===== src/rtl/unsig_extend.sv =====
// Registered zero-extension stage with a valid/ready handshake and a one-entry skid buffer.
// Optional macro UNSIG_EXTEND_SIGN_SEL_EN adds i_sign to select sign extension per operand.
module unsig_extend #(
    parameter int REG_IN_SIZE  = 16,
    parameter int REG_OUT_SIZE = 32
) (
    input  logic                    i_clk,
    input  logic                    i_reset,
    input  logic [REG_IN_SIZE-1:0]  i_reg,
`ifdef UNSIG_EXTEND_SIGN_SEL_EN
    input  logic                    i_sign,
`endif
    input  logic                    i_valid,
    output logic                    o_ready,
    output logic [REG_OUT_SIZE-1:0] o_reg,
    output logic                    o_valid,
    input  logic                    i_ready
);

    generate
        if (REG_IN_SIZE < 1 || REG_OUT_SIZE < REG_IN_SIZE) begin : g_bad_params
            $error("unsig_extend: need REG_IN_SIZE >= 1 and REG_OUT_SIZE >= REG_IN_SIZE");
        end
    endgenerate

    typedef enum logic [1:0] {
        EMPTY = 2'd0,
        ONE   = 2'd1,
        FULL  = 2'd2
    } state_t;

    state_t                  state_q, state_d;
    logic [REG_OUT_SIZE-1:0] out_q, out_d;
    logic [REG_OUT_SIZE-1:0] skid_q, skid_d;
    logic                    sign_sel;
    logic                    accept;
    logic                    xfer;
    logic [REG_OUT_SIZE-1:0] ext_in;

    // Upper bits are filled with the operand MSB only when sign extension is selected.
    function automatic logic [REG_OUT_SIZE-1:0] extend(input logic [REG_IN_SIZE-1:0] d,
                                                       input logic sgn);
        logic [REG_OUT_SIZE-1:0] r;
        r = {REG_OUT_SIZE{sgn & d[REG_IN_SIZE-1]}};
        r[REG_IN_SIZE-1:0] = d;
        return r;
    endfunction

`ifdef UNSIG_EXTEND_SIGN_SEL_EN
    assign sign_sel = i_sign;
`else
    assign sign_sel = 1'b0;
`endif

    assign ext_in  = extend(i_reg, sign_sel);
    assign accept  = i_valid && (state_q != FULL);
    assign xfer    = (state_q != EMPTY) && i_ready;

    always_comb begin
        state_d = state_q;
        out_d   = out_q;
        skid_d  = skid_q;
        case (state_q)
            EMPTY: begin
                if (accept) begin
                    state_d = ONE;
                    out_d   = ext_in;
                end
            end
            ONE: begin
                if (accept && xfer) begin
                    out_d = ext_in;
                end else if (accept) begin
                    state_d = FULL;
                    skid_d  = ext_in;
                end else if (xfer) begin
                    state_d = EMPTY;
                end
            end
            FULL: begin
                if (xfer) begin
                    state_d = ONE;
                    out_d   = skid_q;
                end
            end
            default: state_d = EMPTY;
        endcase
    end

    always_ff @(posedge i_clk) begin
        if (i_reset) begin
            state_q <= EMPTY;
            out_q   <= '0;
            skid_q  <= '0;
        end else begin
            state_q <= state_d;
            out_q   <= out_d;
            skid_q  <= skid_d;
        end
    end

    assign o_reg   = out_q;
    assign o_valid = (state_q != EMPTY);
    assign o_ready = (state_q != FULL);

endmodule


===== config.mk =====
export PLATFORM = sky130hd
export DESIGN_NAME = unsig_extend
export DESIGN_NICKNAME = d
export VERILOG_FILES = /design/src/rtl/unsig_extend.sv
export SDC_FILE = /design/constraint.sdc
export NUM_CORES = 1
export LEC_CHECK = 0
export ABC_CLOCK_PERIOD_IN_PS = 4000
export BUFFER_PORTS_ARGS = -buffer_cell sky130_fd_sc_hd__buf_2
export CAP_MARGIN = 5
export CORE_MARGIN = 4
export CORE_UTILIZATION = 54
export DETAILED_ROUTE_END_ITERATION = 10
export HOLD_SLACK_MARGIN = 0.03
export PLACE_DENSITY = 0.82
export SETUP_SLACK_MARGIN = 0.4
export SLEW_MARGIN = 20
export SYNTH_ARGS = -nofsm -noshare
export SYNTH_HDL_FRONTEND = slang
export SYNTH_SLANG_ARGS = --single-unit

===== constraint.sdc =====
create_clock -name i_clk -period 4 [get_ports i_clk]
set_input_delay 0.4 -clock i_clk [delete_from_list [all_inputs] [get_ports i_clk]]
set_output_delay 0.4 -clock i_clk [all_outputs]
set_load 0.02 [all_outputs]

Word level (Yosys, flattened, before mapping)
Cells that the tools add are included.

word-level totals
  input bits = 20
  logic and storage cells = 31
  register bits = 50
  output and inout bits = 34

cells by class
  reduce and logical (&&, ||, !) cells = 9
  eq/ne operators = 8
  multiplexer cells = 10
  bitwise logic cells = 1

operator list
  operator                                        number
  two-way mux 32 bit                              3
  one-hot mux 32 bit (3 select lines)             1
  two-way mux 2 bit                               5
  inequality test 2 bit (second input constant)   5
  AND reduction 4 bit                             2
  one-hot mux 2 bit (3 select lines)              1
  logical AND 1 bit                               3
  inequality test 3 bit (second input constant)   1
  AND reduction 3 bit                             1
  nonzero test 3 bit                              1
  == test 2 x 1 -> 1 bit (second input constant)  1
  == test 2 bit (second input constant)           1
  logical NOT 2 bit                               1
  nonzero test 2 bit                              1
  NOT 1 bit                                       1

Depth between registers and ports, before layout
Gate-level depths: netlist of run 1.

  depth after elaboration = 6
  depth in mapped cells = 5
  mapped depth without buffers = 3

Worst setup path after synthesis of run 1
OpenSTA, ideal clock, no wires.

  kind = in2reg
  from = input i_valid
  to = register out_q[1] (netlist: o_reg[1])
  cell stages on the path = 5
  library setup time = 0.143 ns
  arrival time = 1.161 ns
  path slack = 2.696 ns
  path buffers = 2
  data required time = 3.857 ns
  cell sequence = nor2b_1 > buf_2 > buf_2 > a211oi_1 > a211oi_2

on the way
  longest elaborated chain between the ends = 4
  elaborated cells between the ends (all ways) = 5
  those cells by class = eq/ne (2); reduce/logical (3)

ends and longest elaborated chain
  what                                    line  text
  start: declaration                      13    input logic i_valid,
  logical AND 1 bit *                     56    assign accept = i_valid && (state_q != FULL);
  logical AND 1 bit                       71    if (accept && xfer) begin
  inequality test 2 bit (no source line)  -
  AND reduction 4 bit (no source line) *  -
  end signal: assignment                  97    out_q <= out_d;
  end: declaration                        33    logic [REG_OUT_SIZE-1:0] out_q, out_d;

Every way passes the cells marked *; elsewhere a longest branch is shown, timed or not.
A chain may end at the register's enable or synchronous reset.

Worst setup path after layout of run 1
  from = register state_q[0]
  to = output o_ready

on the way
  longest elaborated chain between the ends = 1

ends and longest elaborated chain
  what                      line  text
  start: declaration        32    state_t state_q, state_d;
  start signal: assignment  96    state_q <= state_d;
  inequality test 2 bit     104   assign o_ready = (state_q != FULL);
  end: declaration          14    output logic o_ready,

No other way between the ends.

==> impl.org, run 1 <==
** Timing
- Final setup fails :: 0
- Worst max-slew margin expressed relative to the limit :: between 20% and 30%
- The final number of hold-violating endpoints came to 0.
- Least-Margin Pin Slew :: 1.132 ns
- Of the available clock period, the critical path in the final layout requires 60.41%.
- Final worst path period need :: between 2 and 2.5 ns
- Clock skew on the completed layout was measured at 0.01399 ns.
- The number of pins with negative max-slew slack in the final report is 0.
- Summed over all failing endpoints, the final setup total negative slack is 0 ns.
- Maximum clock rate :: roughly 410 MHz
- Setup repair after global routing left no endpoint under its margin.
- Least setup slack across all paths after layout :: 1.584 ns

** Global routing
- Entering global routing, the biggest net connects 35 pins.
- Number of global-route vias before repair :: around 1200
- Global Route Usage Sum :: 18.65%
- Total congestion overflow :: 0
- Wire length of the first global-routing pass :: 5.940 mm
- The initial antenna violation count was 0.

** Layout
- Final Util :: 65.31%
- The area growth from synthesis to layout is 10.95%.
- Fraction of final layout cells sized beyond drive strength 1 :: 28.85%
- Final layout net count :: 227
- Count of inserted antenna diode cells :: 0

** Setup path
- STA classifies the critical path startpoint as a register.
- Startpoint of the most critical register-to-register path :: state_q[0]
- Among all stages on the critical path, the largest delay is contributed by sky130_fd_sc_hd__nand2b_1.
- Gate family responsible for the most delay along the worst path :: simple AND/OR/NAND/NOR gates
- Required @ worst endpoint :: ~3.6 ns
- In this run the worst setup path begins at state_q[0].
- Crit path depth :: 2
- STA classifies the critical path endpoint as an output pin.
- Buffering stage count on the worst path with inverters included :: 1
- WS Path Type :: reg -> out
- Worst EP arrival :: approximately 2.0 ns
- Cell breakdown of the critical path :: nand2b_1 > buf_2
- Largest incremental delay on the critical path :: 0.89 ns
- Maximum net fanout on the critical path :: 18
- Count of cells along the worst register-to-register path :: 3

** Power and ir drop
- Combinational logic is responsible for 16.6% of the overall power.
- Switching part of the total power :: 26.15%
- Cell internal power was estimated by the tool at 0.0006212 W.
- Overall power consumption :: 0.0008411 W
- Sequential power share :: 44.2%
- Dividing total power by cell area gives a power density of 451.5 mW/mm².
- Leakage power of the design :: roughly 0.85 nW
- VDD IR max :: between 0.0003 and 0.0004 V
- Power dissipated by switching net loads :: 0.0002199 W
- Per report_power, the clock group accounts for 39.1% of the total.

** Synthesis
- Synth cell types :: 26
- The share of the Yosys chip area taken by registers is 40.54%.
- Synth area leaders :: sky130_fd_sc_hd__dfxtp_1, sky130_fd_sc_hd__a211oi_1, sky130_fd_sc_hd__mux2i_1
- In this run, synthesis produced a sequential element count of 34.
- Post-synthesis cell type with the largest combined area :: sky130_fd_sc_hd__dfxtp_1
- A synthesized cell averages 9.328 µm².
- Cell count after synthesis :: 180
- During synthesis, Yosys emitted a total of 0 warnings.
- Post-synth design cell area :: 0.001679 mm²
- In this run the biggest area consumer among cell types represents 40.54% of the synthesized area.

** Clock tree
- The H-tree was split into 2 levels.
- Post-CTS Hold Buffers :: 0
- At the later pin of the worst-skew pair, clock insertion delay measures between 0.3 and 0.4 ns.
- The tree is rooted in a sky130_fd_sc_hd__clkbuf_4.
- Post-CTS timing repair inserted 0 buffers for setup.
- Clock tree synthesis inserted a total of 5 buffers.
- TritonCTS built the clock tree.
- The clock passes through at most 2 buffers.
- Post_cts resized :: 0
- Clock-pin slew was measured on the worst setup and hold paths at 0.11 ns.
- Number of sinks on the clock net :: 34

** Min path
- WHS Path Cells :: 3
- Class of the tightest hold or removal check :: in -> reg
- The worst hold path begins at i_reg[3].

** Detailed routing
- For this block, the initial DRC count from the detailed router was 29.
- Average wire per standard cell :: approximately 15 µm
- Via count :: 1327
- In the routed design, unresolved DRC markers number 0.
- The count of nets left with antenna violations once routing finished came out at 0.
- The pre-antenna-repair detailed-routing pass consisted of 4 iterations.
- Detailed-route wire length :: 3.601 mm
- DR vias/cell :: 5.552

** Status
- The run finished with clean final reports.

** Floorplan
- Initial core utilization :: between 50% and 60%
- Die boundary height :: roughly 64 µm
- Floorplan core area :: about 0.0029 mm²
- Row generation in the floorplan step produced 19 rows.
- The die is 63.76 µm wide.
- During I/O placement, the number of pins put on the boundary was 54.
- The die covers 0.004065 mm².

** Placed design
- Detailed placer's ending HPWL :: 2.516 mm
- In this run the tool buffered the top-level ports with 37 buffer cells.
- Timing analysis after detailed placement gives a worst setup slack of 1.942 ns.
- At the end of routability-driven placement, the weighted congestion stood at 0.7307.

** Flow run
- The tool flagged a number of max-cap violations equal to 0.
==> logic make-up after synthesis <==
logic type | synth area share, %
compound gates | 24.59
buf+inv | 13.34
flops | 40.54
mux | 9.538
other cells | 0.2233
simple gates | 11.77
==> path summary, 6_finish.rpt <==
path / slack [ns] / endpoint
setup reg to reg: 2.05 / o_reg[7]
setup / recovery: 1.58 / o_ready
hold / removal: 0.29 / skid_q[3]
hold reg to reg: 0.46 / skid_q[15]
==> synth_stat cells (all sizes together) <==
library cell  instances
nor4bb                1
nor2                  1
buf                  30
and2                  1
or3b                  1
o21a                  1
clkbuf                3
dfxtp                34
a211oi               32
nor2b                 1
and3b                 1
conb                  1
nand2                33
o21bai                1
or2                   1
nand4bb               1
nand2b                2
a21o                  2
mux2i                16
a21oi                17
==> power by group through the flow <==
stage | combinational [W] | clock (W) | sequential, W
6_report | 0.000140 | 0.000329 | 0.000372
5_1_grt | 0.000152 | 0.000349 | 0.000375
4_1_cts | 0.000140 | 0.000334 | 0.000372
3_5_place_dp | 0.000139 | 0 | 0.000379
3_3_place_gp | 0.000135 | 0 | 0.000379
2_1_floorplan | 0.0000977 | 0 | 0.000395
==> worst min-delay path, cell delays in order <==
cell                      delay, ns
sky130_fd_sc_hd__buf_2         0.10
sky130_fd_sc_hd__nand2_1       0.05
sky130_fd_sc_hd__a21oi_1       0.05
==> metrics by stage <==
step	hold slack [ns]	area, µm²	cells
floorplan	0.4357	1735	195
global placement	0.4411	1749	231
detailed placement	0.4468	1749	231
CTS	0.2831	1861	239
global route	0.2851	1863	239
finish	0.2896	1863	239
==> cell usage in the layout (no fill, tap or decap), drive strengths merged, types with 2 or more instances in the layout <==
cell     n
bufinv   2
dfxtp   34
a21o     2
conb    16
buf     38
a211oi  32
nand2b   2
a21oi   17
clkbuf   6
nand2   33
mux2i   16
==> layer usage <==
| metal | global-route usage (%) | share of wire (%) | vias to the layer above | wire length (µm) |
|---|---|---|---|---|
| met4 | 8.086 | 1.7 | 0 | 63 |
| met1 | 22.96 | 45 | 623 | 1603 |
| met3 | 5.254 | 5.7 | 5 | 205 |
| met5 | 0 | 0 | - | 0 |
| met2 | 30.51 | 48 | 42 | 1728 |
| li1 | - | - | 657 | - |
==> area by class of cell <==
| class | count | area [µm²] |
|---|---|---|
| clock buffers | 6 | 51.30 |
| multi-input cells | 128 | 839.6 |
| clock inverters | 2 | 60.06 |
| fillers | 257 | 989.7 |
| repair buffers | 38 | 192.7 |
| well taps | 31 | 38.79 |
| flip-flops and latches | 34 | 680.7 |
No activity file was read; power rests on OpenSTA's default activity.
==> inputs of run 2 (changes only) <==
Settings changed: ABC_CLOCK_PERIOD_IN_PS 4000 to 2000, CORE_UTILIZATION 54 to 45, PLACE_DENSITY 0.82 to 0.73.
Clock period 4 ns to 2 ns, I/O delays scaled along.
==> run 2 against run 1 <==
  * Routed wire length grew 2.2%
  * First-iteration DRC count increased by 83%
  * Setup slack lost 1.0 ns
  * Total power up 78%
  * Critical path type unchanged
==> impl.org, run 2 (synthesized netlist as in run 1, its figures left out) <==
** Status
- Outcome: complete, no violations (unchanged).

** Setup path
- The data arrival at the endpoint of the critical path is 1.25 ns (was 2.02 ns).
- The standard cell with the maximum stage delay on the critical path was sky130_fd_sc_hd__dfxtp_1 (was sky130_fd_sc_hd__nand2b_1).
- The biggest cell delay along the critical path is 0.48 ns (was 0.89 ns).
- WS Path Type :: reg -> out (unchanged)
- Required @ worst endpoint :: 1.80 ns (was 3.60 ns)
- Cell breakdown of the critical path :: nand2b_1 > buf_4 > buf_2 (was nand2b_1 > buf_2)
- The kind of capture point of the worst setup path was an output pin (unchanged).
- The critical path launch point type is a register (unchanged).
- Maximum net fanout on the critical path :: 10 (was 18)

** Global routing
- Number of global-route vias before repair :: 1338 (was 1245)
- The initial antenna violation count came to 0 (unchanged).
- The largest net degree at the start of global routing was 35 (unchanged).
- The leftover overflow at the end of global routing was 0 (unchanged).
- Wire length of the first global-routing pass :: 6.292 mm (was 5.940 mm)
- The total routing resource utilization after global routing came to 15.87% (was 18.65%).

** Detailed routing
- The iteration count of the initial detailed-routing pass came to 4 (unchanged).
- Via count :: 1318 (was 1327)
- Detailed-route wire length :: 3.679 mm (was 3.601 mm)
- DR vias/cell :: 5.089 (was 5.552)
- The detailed router's first-iteration violation count was 53 (was 29).
- Final antenna-violating net count :: 0 (unchanged)
- Remaining design rule violation count :: 0 (unchanged)
- The post-detailed-route wirelength per cell is 14.20 µm (was 15.07 µm).

** Clock tree
- Number of clock buffers inserted by TritonCTS :: 5 (unchanged)
- The setup fix buffers added after clock tree synthesis is 0 (unchanged).
- Post-CTS Hold Buffers :: 0 (unchanged)
- CTS tree :: done (unchanged)
- Clock Latency Late Sink :: 0.28 ns (was 0.35 ns)
- Number of sinks on the clock net :: 34 (unchanged)
- H-tree Lvls :: 2 (unchanged)
- Root buffer cell :: sky130_fd_sc_hd__clkbuf_8 (was sky130_fd_sc_hd__clkbuf_4)
- The clock-pin transition on the worst setup and hold timing paths came to 0.07 ns (was 0.11 ns).
- The clock tree buffer depth was 2 (unchanged).

** Layout
- Fraction of final layout cells sized beyond drive strength 1 :: 32.39% (was 28.85%)
- The number of antenna diodes came to 0 (unchanged).
- Most frequent cells in the layout :: sky130_fd_sc_hd__buf_2, sky130_fd_sc_hd__nand2_1, sky130_fd_sc_hd__dfxtp_1 (was sky130_fd_sc_hd__buf_2, sky130_fd_sc_hd__dfxtp_1, sky130_fd_sc_hd__nand2_1)
- The number of fill cells in the layout came to 340 (was 257).
- The final design utilization came to 54.91% (was 65.31%).
- Final layout net count :: 233 (was 227)
- Area growth syn-to-layout :: 13.41% (was 10.95%)
- The leading cell type in the layout, fill and taps excluded is sky130_fd_sc_hd__buf_2 (unchanged).

** Floorplan
- Floorplan core area :: 0.003468 mm² (was 0.002853 mm²)
- The die height is 69.09 µm (was 63.76 µm).
- The area of the die was 0.004773 mm² (was 0.004065 mm²).
- Die W :: 69.09 µm (was 63.76 µm)
- The initial standard-cell utilization of the core came to 48.41% (was 58.86%).
- The row count was 21 (was 19).
- The number of top-level pins came to 54 (unchanged).

** Timing
- The number of pins with negative max-slew slack in the final report was 0 (unchanged).
- Fin Setup TNS :: 0 ns (unchanged)
- Hold slack final :: 0.1663 ns (was 0.2896 ns)
- The worst setup skew after layout is 0.001247 ns (was 0.01399 ns).
- The final number of hold-violating endpoints is 0 (unchanged).
- In the finished design, the share of the clock period the worst path needs comes to 72.56%.
- The total setup violations reported at the end of the flow was 0 (unchanged).
- Maximum clock rate :: 689.1 MHz
- The actual transition at the worst max-transition pin was 0.7295 ns (was 1.132 ns).
- Counting I/O delays and the setup requirement, the final critical path takes roughly 1.5 ns.
- Worst max-slew margin expressed relative to the limit :: 51.37% (was 24.51%)
- RSZ-0062 raised after global routing :: no (unchanged)

** Min path
- The type of the most critical hold path is in -> reg (unchanged).

** Power and ir drop
- The leakage power figure came to 0.8664 nW (was 0.8521 nW).
- The maximum vdd ir drop came to 0.0004431 V (was 0.0003021 V).
- Total power per unit cell area :: 786.8 mW/mm² (was 451.5 mW/mm²)

** Placed design
- Detailed placer's ending HPWL :: 2.522 mm (was 2.516 mm)
- Final weighted congestion in routability-driven placement :: 0.7446 (was 0.7307)
- Port Buffer Count :: 37 (unchanged)

** Flow run
- Max capacitance violation total :: 0 (unchanged)
## run 2: power by group
part	internal [W]	switching (W)	leakage [nW]	total, W
Combinational	0.000106	0.000180	0.544	0.000286
Clock	0.000233	0.000235	0.0438	0.000469
Sequential	0.000719	0.0000243	0.279	0.000743
Total	0.00106	0.000440	0.866	0.00150
## run 2: final cells by class
class,count,area (µm²),area share (%)
clock inverter,2,10.01,0.5256
multi-input combinational,128,848.3,44.55
sequential,34,681.9,35.81
clock buffer,5,68.82,3.614
tap,46,57.56,3.022
timing repair buffer,44,237.7,12.48
## run 2: final timing paths
check	start	to	slack, ns	cells after the start
max	state_q[1]	o_ready	0.55	3
min	i_reg[2]	skid_q[2]	0.17	3
max reg2reg	state_q[1]	o_reg[12]	0.61	4
min reg2reg	skid_q[13]	skid_q[13]	0.45	2
## run 2: metal layers
layer	GRT usage [%]	vias to the layer above	part of all wire, %
met5	0	-	0
met4	5.857	0	1.1
met3	4.360	6	7.1
met2	26.80	46	47
met1	19.12	601	45
li1	-	665	-
## run 2: critical path: cells and delay by family, from the launching register on
kind / cells / cell delay, ns
buffers and inverters: 2 / 0.37
flip-flops: 1 / 0.48
AND/OR/NAND/NOR: 1 / 0.12
## run 2: metrics by stage
stage | worst slack [ns] | std cells | power (W) | cell area [µm²]
final | 0.5489 | 259 | 0.001498 | 1904
after global routing | 0.4505 | 259 | 0.001568 | 1904
after CTS | 0.4529 | 259 | 0.001515 | 1894
after detailed placement | 0.3489 | 252 | 0.001043 | 1813
after global placement | 0.4149 | 252 | 0.001039 | 1813
after floorplan | 0.7175 | 195 | 0.0009860 | 1735
## run 2: timing repair
| action | in CTS | in global routing |
|---|---|---|
| cloned | 0 | 0 |
| setup endpoints to repair | 16 | 21 |
| gates resized for setup | 1 | 4 |
| pin swaps | 0 | 0 |
==> inputs of run 3 (changes only) <==
Settings changed: ABC_CLOCK_PERIOD_IN_PS 2000 to 1210.
Clock period 2 ns to 1.21 ns, I/O delays scaled along.
==> run 3 against run 2 <==
  * Via count increased by 16%
  * Largest power group unchanged
  * Critical path type is now reg -> reg
  * Clock power increased by 65%
  * Sequential power increased by 68%
  * Global-route usage increased by 3.4 points
  * Critical path depth increased by 3
  * Worst hold slack got worse by 0.091 ns
  * Total power increased by 87%
  * The flow now finishes with violations (setup timing)
==> impl.org, run 3 (synthesized netlist as in run 1, its figures left out) <==
** Status
- Outcome :: finished with violations (was complete, no violations)
- The checks that failed: setup timing.

** Detailed routing
- Remaining design rule violation count :: 0 (unchanged)
- The number of nets with antenna violations after routing was 0 (unchanged).
- The iteration count of the initial detailed-routing pass came to 4 (unchanged).
- The post-detailed-route wirelength per cell is 16.59 µm (was 14.20 µm).
- The wire length reported by the detailed router is 4.794 mm (was 3.679 mm).
- The mean number of vias per cell was 5.277 (was 5.089).
- The detailed router's first-iteration violation count was 122 (was 53).
- Via count :: 1525 (was 1318)

** Layout
- Most frequent cells in the layout :: sky130_fd_sc_hd__nand2_1, sky130_fd_sc_hd__buf_6, sky130_fd_sc_hd__a211oi_2, sky130_fd_sc_hd__buf_4, sky130_fd_sc_hd__buf_2 (was sky130_fd_sc_hd__buf_2, sky130_fd_sc_hd__nand2_1, sky130_fd_sc_hd__dfxtp_1)
- The area of all placed cells without fillers came to 0.002584 mm² (was 0.001904 mm²).
- Most common library cell in the layout ignoring fill and taps :: sky130_fd_sc_hd__nand2_1 (was sky130_fd_sc_hd__buf_2)
- The area taken by flip-flops and latches came to 708.2 µm² (was 681.9 µm²).
- The proportion of layout cells with a drive suffix above 1 was 58.85% (was 32.39%).
- The number of nets in the finished design came to 263 (was 233).
- Final cell count without fillers :: 289 (was 259)
- The number of fill cells in the layout came to 236 (was 340).
- Count of inserted antenna diode cells :: 0 (unchanged)
- The area used by multi-input combinational logic was 0.001035 mm² (was 848.3 µm²).
- Area growth syn-to-layout :: 53.87% (was 13.41%)

** Timing
- The worst hold slack across all endpoints came to 0.07502 ns (was 0.1663 ns).
- The total setup violations reported at the end of the flow came to 29 (was 0).
- The number of pins with negative max-slew slack in the final report was 0 (unchanged).
- The worst path uses 106.9% of the clock period.
- The final setup slack of the worst path came to -0.08372 ns (was 0.5489 ns).
- Final number of hold-violating endpoints :: 0 (unchanged)
- Static timing analysis puts the maximum clock frequency at about 770 MHz.
- The routed design could run at a clock period as short as 1.294 ns.
- The worst setup skew after layout was 0.005149 ns (was 0.001247 ns).
- RSZ-0062 raised after global routing: yes (was no).
- The total negative setup slack is -1.299 ns (was 0 ns).

** Placed design
- The number of I/O port buffers was 37 (unchanged).
- The setup slack after placement is -0.03705 ns (was 0.3489 ns).
- The instance area at placement is 0.001956 mm² (was 0.001813 mm²).
- Cells after DPL :: 259 (was 252)
- Detailed placer's ending HPWL :: 2.494 mm (was 2.522 mm)
- Final weighted congestion in routability-driven placement :: 0.7397 (was 0.7446)

** Clock tree
- The worst-skew pair later-pin latency came to 0.29 ns (was 0.28 ns).
- H-tree Lvls :: 2 (unchanged)
- CTS tree :: done (unchanged)
- The clock tree buffer depth is 2 (unchanged).
- Post-CTS clock slew at the launch and capture registers of the worst setup and hold paths :: 0.07 ns (about the same)
- Root buffer cell :: sky130_fd_sc_hd__clkbuf_8 (unchanged)
- Post-CTS Hold Buffers :: 0 (unchanged)
- The CTS sink count came to 34 (unchanged).
- The total clock buffers created by CTS is 5 (unchanged).

** Setup path
- The maximum fanout count along the critical path was 8 (was 10).
- The required time of the worst setup path is 1.41 ns (was 1.80 ns).
- WS Path Type :: reg -> reg (was reg -> out)
- The critical path launch point type was a register (unchanged).
- The data arrival at the endpoint of the critical path came to 1.49 ns (was 1.25 ns).
- Setup crit end kind :: register (was output pin)

** Floorplan
- Die W :: 69.09 µm (unchanged)
- Total Die Area :: 0.004773 mm² (unchanged)
- The row count was 21 (unchanged).
- The number of top-level pins came to 54 (unchanged).
- The floorplan core area is 0.003468 mm² (unchanged).
- Initial core utilization :: 48.41% (unchanged)
- The die height came to 69.09 µm (unchanged).

** Flow run
- The max-capacitance violation count came to 0 (unchanged).

** Power and ir drop
- The leakage power figure is 1.113 nW (was 0.8664 nW).
- The power density normalized to cell area was 1083 mW/mm² (was 786.8 mW/mm²).
- The maximum vdd ir drop came to 0.0007399 V (was 0.0004431 V).

** Min path
- Class of the tightest hold or removal check :: in -> reg (unchanged)

** Global routing
- Total congestion overflow :: 0 (unchanged)
- The number of global-route vias before repair is 1521 (was 1338).
- Largest net degree at the start of global routing :: 35 (unchanged)
- Number of antenna violations at the first check in global routing :: 0 (unchanged)
- Wire length of the first global-routing pass :: 7.403 mm (was 6.292 mm)
- The total routing resource utilization after global routing is 19.26% (was 15.87%).
## run 3: cell types whose count changed in the layout (fill, tap and decap cells not counted), moves of 14 or more
| cell | delta |
|---|---|
| sky130_fd_sc_hd__buf_4 | +15 |
| sky130_fd_sc_hd__a211oi_1 | -14 |
| sky130_fd_sc_hd__dfxtp_1 | -17 |
| sky130_fd_sc_hd__buf_2 | -18 |
| sky130_fd_sc_hd__dfxtp_2 | +15 |
| sky130_fd_sc_hd__buf_6 | +25 |
## run 3: what timing repair did
| item | 4_1_cts | 5_1_grt |
|---|---|---|
| setup buffers | 15 | 4 |
| resized for setup | 74 | 22 |
| pin swaps | 7 | 10 |
| gates cloned | 4 | 0 |
| setup endpoints to repair | 52 | 52 |
## run 3: power by group
part           total, W  switching, W  internal (W)
Clock          0.000776      0.000381      0.000395
Combinational  0.000769      0.000376      0.000393
Sequential      0.00125     0.0000557       0.00120
## run 3: routing by layer
| layer | vias to the layer above | global-route usage, % | wire length, µm |
|---|---|---|---|
| met3 | 8 | 6.395 | 306 |
| met1 | 730 | 24.53 | 2033 |
| met2 | 56 | 30.40 | 2377 |
| met5 | - | 0 | 0 |
| li1 | 731 | - | - |
| met4 | 0 | 6.508 | 76 |
## run 3: layout make-up
cell class | instances | share of cell area, %
clock buffers | 7 | 2.954
multi-input cells | 129 | 40.05
flip-flops and latches | 34 | 27.41
well taps | 46 | 2.228
repair buffers | 73 | 27.36
## run 3: path summary, 6_finish.rpt
check | startpoint | depth (start not counted) | to | slack (ns)
max | state_q[1] | 6 | o_reg[7] | -0.08
max reg2reg | state_q[1] | 6 | o_reg[7] | -0.08
min reg2reg | skid_q[13] | 2 | skid_q[13] | 0.46
min | i_reg[4] | 3 | skid_q[4] | 0.08
## run 3: critical path, stage by stage, from the launching register on
cell and delay (ns):
sky130_fd_sc_hd__dfxtp_4 0.38, sky130_fd_sc_hd__buf_4 0.13, sky130_fd_sc_hd__nand2b_4 0.07, sky130_fd_sc_hd__buf_12 0.15, sky130_fd_sc_hd__buf_12 0.13, sky130_fd_sc_hd__mux2i_2 0.15
sky130_fd_sc_hd__a211oi_2 0.20
## run 3: per-stage QoR
step / util, % / power [W]
6_report: 74.49 / 0.002798
2_1_floorplan: - / 0.001672
3_3_place_gp: 56.39 / 0.001771
5_1_grt: 74.49 / 0.002931
3_5_place_dp: 56.39 / 0.001776
4_1_cts: 70.92 / 0.002734
